## src/rtl/cry_pattern_gen.sv

```systemverilog
// Serial "cry" pattern generator: emits reps bursts of 1,0,1 each followed by GAP idle cycles.
// All outputs are registered; abort ends an active transmission with a one-cycle aborted pulse.
module cry_pattern_gen #(
  parameter int unsigned GAP   = 2,
  parameter int unsigned CNT_W = 4
) (
  input  logic             clk,
  input  logic             rstn,
  input  logic             start,
  input  logic [CNT_W-1:0] reps,
  input  logic             abort,
  output logic             out,
  output logic             busy,
  output logic             done,
  output logic             aborted,
  output logic [CNT_W-1:0] sent
);

  typedef enum logic [2:0] {
    StIdle,
    StBitA,
    StBitB,
    StBitC,
    StGap
  } state_e;

  localparam logic [3:0] GapLast = 4'(GAP - 1);

  state_e           state_q;
  logic [3:0]       gap_cnt_q;
  logic [CNT_W-1:0] reps_q;

  always_ff @(posedge clk or negedge rstn) begin
    if (!rstn) begin
      state_q   <= StIdle;
      gap_cnt_q <= '0;
      reps_q    <= '0;
      out       <= 1'b0;
      busy      <= 1'b0;
      done      <= 1'b0;
      aborted   <= 1'b0;
      sent      <= '0;
    end else begin
      done    <= 1'b0;
      aborted <= 1'b0;
      if (state_q != StIdle && abort) begin
        // sent keeps the count of bursts finished before the abort
        state_q <= StIdle;
        out     <= 1'b0;
        busy    <= 1'b0;
        aborted <= 1'b1;
      end else begin
        unique case (state_q)
          StIdle: begin
            if (start && !abort) begin
              sent <= '0;
              if (reps == '0) begin
                done <= 1'b1;
              end else begin
                state_q <= StBitA;
                reps_q  <= reps;
                out     <= 1'b1;
                busy    <= 1'b1;
              end
            end
          end
          StBitA: begin
            state_q <= StBitB;
            out     <= 1'b0;
          end
          StBitB: begin
            state_q <= StBitC;
            out     <= 1'b1;
          end
          StBitC: begin
            state_q   <= StGap;
            out       <= 1'b0;
            gap_cnt_q <= '0;
            sent      <= sent + CNT_W'(1);
          end
          StGap: begin
            if (gap_cnt_q == GapLast) begin
              if (sent < reps_q) begin
                state_q <= StBitA;
                out     <= 1'b1;
              end else begin
                state_q <= StIdle;
                busy    <= 1'b0;
                done    <= 1'b1;
              end
            end else begin
              gap_cnt_q <= gap_cnt_q + 4'd1;
            end
          end
          default: begin
            state_q <= StIdle;
            out     <= 1'b0;
            busy    <= 1'b0;
          end
        endcase
      end
    end
  end

endmodule

```

## config.mk

```make
export PLATFORM = sky130hd
export DESIGN_NAME = cry_pattern_gen
export DESIGN_NICKNAME = d
export VERILOG_FILES = /design/src/rtl/cry_pattern_gen.sv
export SDC_FILE = /design/constraint.sdc
export NUM_CORES = 1
export LEC_CHECK = 0
export BUFFER_PORTS_ARGS = -buffer_cell sky130_fd_sc_hd__buf_4
export CORE_ASPECT_RATIO = 1.25
export CORE_MARGIN = 1.5
export CORE_UTILIZATION = 30
export DETAILED_ROUTE_END_ITERATION = 16
export HOLD_SLACK_MARGIN = 0.15
export SETUP_SLACK_MARGIN = 0.4
export SYNTH_ARGS = -nofsm -noshare
export SYNTH_HDL_FRONTEND = slang
export SYNTH_SLANG_ARGS = --single-unit
```

## constraint.sdc

```tcl
create_clock -name clk -period 1.7 [get_ports clk]
set_input_delay 0.34 -clock clk [delete_from_list [all_inputs] [get_ports clk]]
set_output_delay 0.34 -clock clk [all_outputs]
set_load 0.02 [all_outputs]
```

==> flow_metrics.env <==
export IMPL_crit_path_start_kind="register"
export IMPL_fp_dieW_um=57.03
export IMPL_drtIter0Drc=14
export IMPL_grt_overflow=0
export IMPL_clock_sinks=19
export IMPL_antenna_found_initial=0
export IMPL_netlist_area_mm2=0.001095
export IMPL_holdPathStages=2
export IMPL_initial_utilization_pct=31.43
export IMPL_routedWlPerCell_um=15.11
export IMPL_gp_congestion=0.7757
export IMPL_grtUsageTotal_pct=14.62
export IMPL_powerDensity_mw_per_mm2=1445
export IMPL_clkTransAtPathRegs_ns=0.08
export IMPL_final_core_util_pct=46.30
export IMPL_min_path_type="input port to register"
export IMPL_synth_top_area_share_pct=43.43
export IMPL_drt_first_pass_iters=4
export IMPL_path_depth=5
export IMPL_fmax_ghz=0.6592
export IMPL_slew_headroom_pct=69.31
export IMPL_cpMaxStageDelayCell="or3b_4"
export IMPL_grt_pass1_vias=983
export IMPL_cts_buffers=3
export IMPL_cp_end_kind="register"
export IMPL_path_max_fanout=5
export IMPL_crit_chain="inv_2 -> ha_4 -> or3b_4 -> o21bai_4 -> a221oi_2"
export IMPL_cp_num_buf_inv=1
export IMPL_cp_required_ns=1.87
export IMPL_power_mw=2.330
export IMPL_synth_warnings=0
export IMPL_layout_drive_gt1_share_pct=53.79
export IMPL_crit_start="gap_cnt_q[1]"
export IMPL_core_mm2=0.003483
export IMPL_timing_rr_start="gap_cnt_q[1]"
export IMPL_synth_seq_area_share_pct=43.43
export IMPL_fin_crit_ns=1.517
export IMPL_cts_tree="yes"
export IMPL_min_period_over_period_pct=89.24
export IMPL_finalSetupViolCount=0
export IMPL_vias=936
export IMPL_ir_worst_vdd_uv=820.8
export IMPL_grt_pass1_wl_um=4547
export IMPL_route_detailed_drc=0
export IMPL_grt_setup_unrepaired="yes"
export IMPL_maxCapViolations=0
export IMPL_clockBufferDepth=2
export IMPL_syn_to_final_growth_pct=47.31
export IMPL_leakage_nw=0.7041
export IMPL_final_common_cell="buf_4"
export IMPL_syn_area_per_cell_um2=10.63
export IMPL_row_count=24
export IMPL_synth_seq_cells=19
export IMPL_antenna_cells=0
export IMPL_synthTopCellsByArea="dfrtp_1 (43%), ha_1 (6.9%), nor2_1 (3.8%), o21ai_0 (3.2%), xor2_1 (3.2%)"
export IMPL_critPathKind="register to register"
export IMPL_ys_types=40
export IMPL_die_height_um=70.54
export IMPL_dp_hpwl_um=1853
export IMPL_crit_path_max_incr_delay_ns=0.42
export IMPL_io_buffers=15
export IMPL_die_area_mm2=0.004023
export IMPL_tns_ns=0
export IMPL_layout_common_cells="buf_4 (35), dfrtp_1 (14), nor2_1 (9)"
export IMPL_fin_skew_ns=0.001865
export IMPL_syn_nets=117
export IMPL_io_pins=16
export IMPL_slew_violations=0
export IMPL_tightest_slew_ns=0.4583
export IMPL_outcome="complete, no violations"
export IMPL_filler_cell_count=325
export IMPL_viasPerCell=5.087
export IMPL_synth_cells=103
export IMPL_clk_latency_ns=0.25
export IMPL_r2r_cells=5
export IMPL_ctsRootBufferMaster="clkbuf_8"
export IMPL_ant_nets=0
export IMPL_crit_family="simple AND/OR/NAND/NOR gates"
export IMPL_wirelength_um=2781
export IMPL_cp_arrival_ns=1.69
export IMPL_yosys_area_top_type="dfrtp_1"
export IMPL_final_nets=160
export IMPL_timing_hold_ws_ns=0.3194
export IMPL_hold_viol=0
export IMPL_grt_start_max_net_pins=20
export IMPL_h_tree_depth=1
export IMPL_worstHoldStart="reps[0]"
flip-flops by register name, summed over array words and instances, names as in the netlist:
name and flops:
gap_cnt_q 4, reps_q 4, sent 4, state_q 3, aborted 1, busy 1
done 1, out 1
synth_stat cells:
library cell	count
o21ai_0	7
nand3_1	4
xnor2_1	1
o31ai_1	1
a2111oi_4	1
or3b_1	1
nand2b_1	1
and3_1	1
o21a_1	2
ha_1	6
nor2b_1	1
and4bb_4	1
buf_6	1
a21oi_1	3
nor4b_4	1
nor2_1	11
and2_1	2
nor3_1	1
nand2b_4	1
a211oi_2	1
buf_4	1
nand2_1	5
nand3b_1	2
o21bai_2	1
o21bai_1	1
nor3b_2	1
a211oi_1	1
o22ai_1	1
nor3b_1	1
inv_1	6
nor4_1	3
buf_2	1
a221oi_2	1
mux2i_1	2
dfrtp_1	19
or2_4	1
a22o_1	1
xor2_1	4
nor2_4	1
nand4_1	2
path summary, 6_finish.rpt:
| path | to | slack (ns) |
|---|---|---|
| setup / recovery | out | 0.18 |
| min in group asynchronous | gap_cnt_q[1] | 0.49 |
| setup reg to reg | out | 0.18 |
| hold reg to reg | state_q[1] | 0.51 |
| hold / removal | reps_q[0] | 0.32 |
| max in group asynchronous | state_q[1] | 0.97 |
timing repair:
| action | in CTS | in global routing |
|---|---|---|
| resized for setup | 17 | 14 |
| hold endpoints to repair | 19 | 0 |
| setup buffers | 12 | 10 |
| pin swaps | 4 | 7 |
| hold buffers | 1 | 0 |
| endpoints found under the setup margin | 18 | 19 |
through the flow:
| step | setup WS [ns] | area, µm² | cells |
|---|---|---|---|
| after floorplan | 0.2087 | 1124 | 103 |
| after global placement | 0.1527 | 1280 | 157 |
| after detailed placement | 0.09413 | 1280 | 157 |
| after CTS | 0.1854 | 1490 | 174 |
| after global routing | 0.1503 | 1613 | 184 |
| final | 0.1830 | 1613 | 184 |
report_power, final:
part,switching [mW],leakage (nW),internal (mW)
Clock,0.160,0.0255,0.163
Sequential,0.132,0.242,0.596
Combinational,0.596,0.436,0.682
Total,0.889,0.704,1.44
cell families after synthesis:
logic type,synth area share (%)
AO/OA/AOI/OAI,15.43
buffers and inverters,4.228
adder cells (fa/ha/maj),6.857
flip-flops,43.43
XOR/XNOR,4.000
AND/OR/NAND/NOR,24.23
multiplexers,1.829
cell type report:
type                    instances  area [µm²]  share of cell area [%]
clock buffers                   3       41.29                   2.560
clock inverters                 1       5.005                  0.3103
inverters                       6       22.52                   1.396
multi-input cells              75       684.4                   42.44
flip-flops and latches         19       481.7                   29.87
well taps                      39       48.80                   3.026
repair buffers                 41       329.1                   20.40
per-layer routing:
layer | vias up | global-route usage (%) | wire, µm
li1 | 450 | - | -
met1 | 459 | 16.51 | 1159
met2 | 19 | 26.05 | 1478
met3 | 8 | 2.559 | 65
met4 | 0 | 7.235 | 77
met5 | - | 0 | 0
Note: power is estimated with default switching activity, not from simulation.
